**config.mk**
```make
export PLATFORM = sky130hd
export DESIGN_NAME = lvds_tx_scheduler
export DESIGN_NICKNAME = d
export VERILOG_FILES = /design/src/rtl/lvds_link_pkg.sv /design/src/rtl/lvds_rdy_sync.sv /design/src/rtl/lvds_tx_scheduler.sv
export SDC_FILE = /design/constraint.sdc
export NUM_CORES = 1
export LEC_CHECK = 0
export BUFFER_PORTS_ARGS = -buffer_cell sky130_fd_sc_hd__buf_2
export CORE_ASPECT_RATIO = 2
export CORE_UTILIZATION = 40
export DETAILED_ROUTE_END_ITERATION = 8
export GPL_TIMING_DRIVEN = 1
export SETUP_SLACK_MARGIN = 0.3
export SYNTH_ARGS = -nofsm -noshare
export SYNTH_HDL_FRONTEND = slang
export SYNTH_SLANG_ARGS = --single-unit
```
**constraint.sdc**
```tcl
create_clock -name CLK -period 2.1 [get_ports CLK]
set_input_delay 0.42 -clock CLK [delete_from_list [all_inputs] [get_ports CLK]]
set_output_delay 0.42 -clock CLK [all_outputs]
set_load 0.05 [all_outputs]
```
**src/rtl/lvds_link_pkg.sv**
```systemverilog
// Shared definitions for the LVDS link: arbiter state encoding, grant codes
// and the default serializer word width.
package lvds_link_pkg;

  localparam int unsigned DATA_W_DEF = 4;

  typedef enum logic [1:0] {
    IDLE     = 2'd0,
    SEND     = 2'd1,
    WAIT_RDY = 2'd2,
    GAP      = 2'd3
  } state_e;

  localparam logic [1:0] GNT_NONE = 2'b00;
  localparam logic [1:0] GNT_HOST = 2'b01;
  localparam logic [1:0] GNT_ECHO = 2'b10;

endpackage

```
**src/rtl/lvds_rdy_sync.sv**
```systemverilog
// Two-flop synchronizer for the remote RDY line; resets to "not ready".
module lvds_rdy_sync (
  input  logic clk,
  input  logic rst_n,
  input  logic d,
  output logic q
);

  logic meta_q;
  logic sync_q;

  always_ff @(posedge clk or negedge rst_n) begin
    if (!rst_n) begin
      meta_q <= 1'b0;
      sync_q <= 1'b0;
    end else begin
      meta_q <= d;
      sync_q <= meta_q;
    end
  end

  assign q = sync_q;

endmodule

```
**src/rtl/lvds_tx_scheduler.sv**
```systemverilog
// Round-robin burst arbiter sharing one LVDS transmit lane between the host
// and echo word sources, throttled by the synchronized remote RDY line.
module lvds_tx_scheduler
  import lvds_link_pkg::*;
#(
  parameter int unsigned DATA_W    = DATA_W_DEF,
  parameter int unsigned BURST_MAX = 8,
  parameter int unsigned TIMEOUT   = 255
) (
  input  logic              CLK,
  input  logic              RST_N,
  input  logic              req0_valid,
  input  logic [DATA_W-1:0] req0_data,
  input  logic              req0_last,
  output logic              req0_ready,
  input  logic              req1_valid,
  input  logic [DATA_W-1:0] req1_data,
  input  logic              req1_last,
  output logic              req1_ready,
  input  logic              RDY_from_recv,
  output logic [DATA_W-1:0] tx_data,
  output logic              tx_valid,
  output logic [1:0]        grant,
  output logic              busy,
  output logic              timeout_err,
  input  logic              err_clr
);

  localparam int unsigned WC_W = $clog2(BURST_MAX + 1);
  localparam int unsigned TC_W = $clog2(TIMEOUT + 1);
  localparam logic [WC_W-1:0] WC_LAST = WC_W'(BURST_MAX - 1);
  localparam logic [TC_W-1:0] TC_LAST = TC_W'(TIMEOUT - 1);

  state_e            state_q, state_d;
  logic [1:0]        gnt_q, gnt_d;
  logic              rr_q, rr_d;
  logic [WC_W-1:0]   wc_q, wc_d;
  logic [TC_W-1:0]   tc_q, tc_d;
  logic [DATA_W-1:0] tx_data_q, tx_data_d;
  logic              tx_valid_q, tx_valid_d;
  logic              err_q, err_d;

  logic              rdy_s;
  logic              sel_valid;
  logic              sel_last;
  logic [DATA_W-1:0] sel_data;
  logic              send_ready;
  logic              xfer;

  lvds_rdy_sync u_rdy_sync (
    .clk   (CLK),
    .rst_n (RST_N),
    .d     (RDY_from_recv),
    .q     (rdy_s)
  );

  assign sel_valid  = gnt_q[1] ? req1_valid : req0_valid;
  assign sel_last   = gnt_q[1] ? req1_last  : req0_last;
  assign sel_data   = gnt_q[1] ? req1_data  : req0_data;
  assign send_ready = (state_q == SEND) && rdy_s;
  assign xfer       = send_ready && sel_valid;

  always_comb begin
    state_d    = state_q;
    gnt_d      = gnt_q;
    rr_d       = rr_q;
    wc_d       = wc_q;
    tc_d       = tc_q;
    tx_data_d  = tx_data_q;
    tx_valid_d = 1'b0;
    err_d      = err_clr ? 1'b0 : err_q;
    case (state_q)
      IDLE: begin
        if (req0_valid || req1_valid) begin
          gnt_d   = (req0_valid && (!req1_valid || !rr_q)) ? GNT_HOST : GNT_ECHO;
          wc_d    = '0;
          state_d = SEND;
        end
      end
      SEND: begin
        if (xfer) begin
          tx_valid_d = 1'b1;
          tx_data_d  = sel_data;
          wc_d       = wc_q + 1'b1;
        end
        if (!rdy_s) begin
          tc_d    = '0;
          state_d = WAIT_RDY;
        end else if (xfer && (sel_last || wc_q == WC_LAST)) begin
          // Pointer moves to whoever did not own this burst.
          rr_d    = gnt_q[0];
          gnt_d   = GNT_NONE;
          state_d = GAP;
        end
      end
      WAIT_RDY: begin
        if (rdy_s) begin
          state_d = SEND;
        end else if (tc_q == TC_LAST) begin
          // A fresh timeout wins over a simultaneous clear request.
          err_d   = 1'b1;
          rr_d    = gnt_q[0];
          gnt_d   = GNT_NONE;
          state_d = GAP;
        end else begin
          tc_d = tc_q + 1'b1;
        end
      end
      GAP: begin
        gnt_d   = GNT_NONE;
        state_d = IDLE;
      end
      default: begin
        gnt_d   = GNT_NONE;
        state_d = IDLE;
      end
    endcase
  end

  always_ff @(posedge CLK or negedge RST_N) begin
    if (!RST_N) begin
      state_q    <= IDLE;
      gnt_q      <= GNT_NONE;
      rr_q       <= 1'b0;
      wc_q       <= '0;
      tc_q       <= '0;
      tx_data_q  <= '0;
      tx_valid_q <= 1'b0;
      err_q      <= 1'b0;
    end else begin
      state_q    <= state_d;
      gnt_q      <= gnt_d;
      rr_q       <= rr_d;
      wc_q       <= wc_d;
      tc_q       <= tc_d;
      tx_data_q  <= tx_data_d;
      tx_valid_q <= tx_valid_d;
      err_q      <= err_d;
    end
  end

  assign req0_ready  = send_ready && gnt_q[0];
  assign req1_ready  = send_ready && gnt_q[1];
  assign tx_data     = tx_data_q;
  assign tx_valid    = tx_valid_q;
  assign grant       = gnt_q;
  assign busy        = (state_q != IDLE);
  assign timeout_err = err_q;

endmodule

```
==> impl_metrics.env <==
export IMPL_status="completed"
export IMPL_ys_warn_count=0
export IMPL_setup_viol=0
export IMPL_rows=30
export IMPL_max_vdd_ir_drop_mv=0.670
export IMPL_tritoncts="done"
export IMPL_ys_top_cells_by_area="dfrtp_1 (43%), nand2_1 (3.6%), mux2i_1 (3.5%), o21ai_1 (3.1%), xor2_1 (3.0%)"
export IMPL_synthCells=148
export IMPL_setup_worst_path_class="reg2out"
export IMPL_wl_um=3350
export IMPL_synth_top_family_by_area="simple AND/OR/NAND/NOR gates"
export IMPL_critPathLaunch="state_q[1]$_DFFE_PN0P_"
export IMPL_drc=0
export IMPL_powerDensity_nw_per_um2=1230
export IMPL_grt_overflow=0
export IMPL_cp_arrival_ns=1.32
export IMPL_die_area_um2=3870
export IMPL_grt_first_pass_wirelength_um=5600
export IMPL_maxSlewHeadroom=0.619
export IMPL_wire_per_inst_um=14.8
export IMPL_synthFlopType="dfrtp_1"
export IMPL_vias=1223
export IMPL_cts_path_max_buffers=2
export IMPL_grt_usage=0.195
export IMPL_die_w_um=44.5
export IMPL_final_layout_size_suffix_gt1_frac=0.309
export IMPL_worst_slew_pin_slew_ns=0.572
export IMPL_final_cells=226
export IMPL_fin_skew_ns=0.00441
export IMPL_critical_path_required_ns=1.68
export IMPL_hpwl_um=2530
export IMPL_yosys_area_share_adder=0.0260
export IMPL_worst_setup_path_end_kind="primary output"
export IMPL_top_layer="met4"
export IMPL_wl_met2_um=1940
export IMPL_drt_iter0_drc=43
export IMPL_clk_latency_ns=0.27
export IMPL_synth_async_reset_ratio=1.00
export IMPL_worst_path_max_fanout=14
export IMPL_via_per_inst=5.41
export IMPL_period_needed_ns=1.74
export IMPL_antenna_cells=0
export IMPL_cts_htree_levels=1
export IMPL_firstDrtPassIters=4
export IMPL_antenna_found_initial=0
export IMPL_nNetsFinal=198
export IMPL_syn_nets=167
export IMPL_synth_cell_types=47
export IMPL_avgSynthCellArea_um2=9.76
export IMPL_hold_violations=0
export IMPL_synth_ff_latch_count=25
export IMPL_crit_chain="buf_6, nor2_4, inv_2, buf_2"
export IMPL_ctsHoldBuffers=0
export IMPL_die_y_um=87.0
export IMPL_drv_slew=0
export IMPL_layout_area_overhead_vs_synth_pct=20.0
export IMPL_cpPeakStageDelay_ns=0.45
export IMPL_max_freq_mhz=576
export IMPL_setup_tns_ns=0
export IMPL_numClockSinks=25
export IMPL_place_inst=220
export IMPL_hold_path_class="in2async"
export IMPL_power_leakage_nw=0.821
export IMPL_clk_pin_slew_worst_paths_ns=0.09
export IMPL_rsz0062_at_grt="false"
export IMPL_synth_xor_area_frac=0.0303
export IMPL_gp_congestion=0.855
export IMPL_num_io_pins=27
export IMPL_start_kind="flip-flop"
export IMPL_nFillCells=326
export IMPL_yosysTopAreaCellShare=0.433
export IMPL_syn_cell_area_um2=1440
export IMPL_worstReg2RegStart="wc_q[0]$_DFFE_PN0P_"
export IMPL_grt_pass1_vias=1281
export IMPL_muxShareOfSynthArea=0.0685
export IMPL_core_um2=3420
export IMPL_hold_ws_ns=0.131
export IMPL_grt_start_max_net_pins=26
export IMPL_initial_utilization=0.423
export IMPL_crit_slowest_cell="dfrtp_2"
export IMPL_yosysSeqAreaShare=0.433
export IMPL_maxCapViolations=0
export IMPL_synth_compound_area_frac=0.174
export IMPL_synth_area_leader_cell="dfrtp_1"
export IMPL_numPortBuffers=26
export IMPL_timing_final_crit_share=0.827
export IMPL_wl_met1_um=1220
export IMPL_cts_made_buffers=3
export IMPL_wl_met3_um=101
export IMPL_ant_nets=0
export IMPL_reg2reg_depth=5
export IMPL_synth_edf_count=0
export IMPL_synthSimpleGateAreaFrac=0.212
export IMPL_cts_root_buf="clkbuf_8"
==> cells by family (layout without fill, tap and decap cells) <==
logic type / count (synthesis) / after routing
adders and majority gates: 3 / 3
DFF: 25 / 25
xor gates and xnor gates: 5 / 5
buffers and inverters: 16 / 46
AOI/OAI and AO/OA: 36 / 36
muxes: 9 / 9
and+or+nand+nor: 54 / 54
==> cells in the mapped netlist, drive strengths merged (2+ instances only) <==
library cell,count
nand2b,5
nor2b,2
mux2i,5
o311a,2
and3,3
xor2,5
nor3,3
nand2,14
o21ai,11
mux2,4
nor2,9
a21oi,6
buf,7
a211o,3
ha,3
o211ai,2
nand4,2
inv,9
nand3,7
o22ai,2
dfrtp,25
and3b,2
==> registers in the layout, indices dropped and copies added (netlist names), 2 cells and up <==
register and flops:
tc_q 8, tx_data 4, wc_q 4, grant 2, state_q 2
==> path summary, 6_finish.rpt <==
path                                                to  slack, ns
setup / recovery                                  busy       0.36
hold / removal                   timeout_err$_DFF_PN0_       0.13
setup reg to reg                      rr_q$_DFFE_PN0P_       0.41
hold reg to reg                 u_rdy_sync.q$_DFF_PN0_       0.36
max in group asynchronous         grant[1]$_DFFE_PN0P_       1.56
min in group CLK           u_rdy_sync.meta_q$_DFF_PN0_       0.25
==> critical path, delay by kind of cell (launching register included) <==
family / cells / cell delay [ns]
flops: 1 / 0.45
simple gates: 1 / 0.16
buf+inv: 3 / 0.42
==> metrics by stage <==
| stage | total power (W) | util | cell area [um^2] | setup WS [ns] |
|---|---|---|---|---|
| after CTS | 0.00210 | 0.499 | 1700 | 0.311 |
| after global routing | 0.00228 | 0.507 | 1730 | 0.299 |
| after floorplan | 0.00154 | - | 1460 | 0.299 |
| final | 0.00214 | 0.507 | 1730 | 0.364 |
| after detailed placement | 0.00177 | 0.479 | 1640 | 0.416 |
| after global placement | 0.00175 | 0.479 | 1640 | 0.437 |
==> cells in the final DEF, fill, tap and decap left out, types with 3 or more instances in the layout <==
master    count
xor2_1        5
and3_1        3
nand3_1       6
a211o_1       3
clkbuf_8      3
mux2_1        3
o21ai_1       9
dfrtp_1      21
a21oi_1       5
nand2b_1      5
nor2_1        7
nand2_1      14
buf_4         7
inv_1         7
dfrtp_2       4
buf_2        24
mux2i_1       5
==> metal layers <==
| layer | GRT usage | up-vias |
|---|---|---|
| met1 | 0.180 | 586 |
| met2 | 0.373 | 35 |
| met5 | 0 | - |
| met4 | 0.102 | 0 |
| li1 | - | 592 |
| met3 | 0.0394 | 10 |
==> repair_timing <==
action / CTS / global route
setup buffers: 0 / 2
hold endpoints to repair: 0 / 0
endpoints found under the setup margin: 3 / 4
cloned: 0 / 0
gates resized for setup: 6 / 7
==> power by group <==
part           switching [W]  internal (W)  leakage (nW)
Combinational       0.000693      0.000413         0.471
Clock               0.000160      0.000133        0.0255
Sequential          0.000131      0.000606         0.325
Total               0.000983       0.00115         0.821
==> layout make-up <==
| type | instances | area (um^2) | share of cell area |
|---|---|---|---|
| multi-input combinational | 107 | 771 | 0.445 |
| tap | 48 | 60.1 | 0.0347 |
| sequential | 25 | 631 | 0.364 |
| clock inverter | 1 | 5.00 | 0.00289 |
| inverter | 9 | 33.8 | 0.0195 |
| clock buffer | 3 | 41.3 | 0.0238 |
| timing repair buffer | 33 | 191 | 0.110 |
Power figures use the tool's default switching activity.
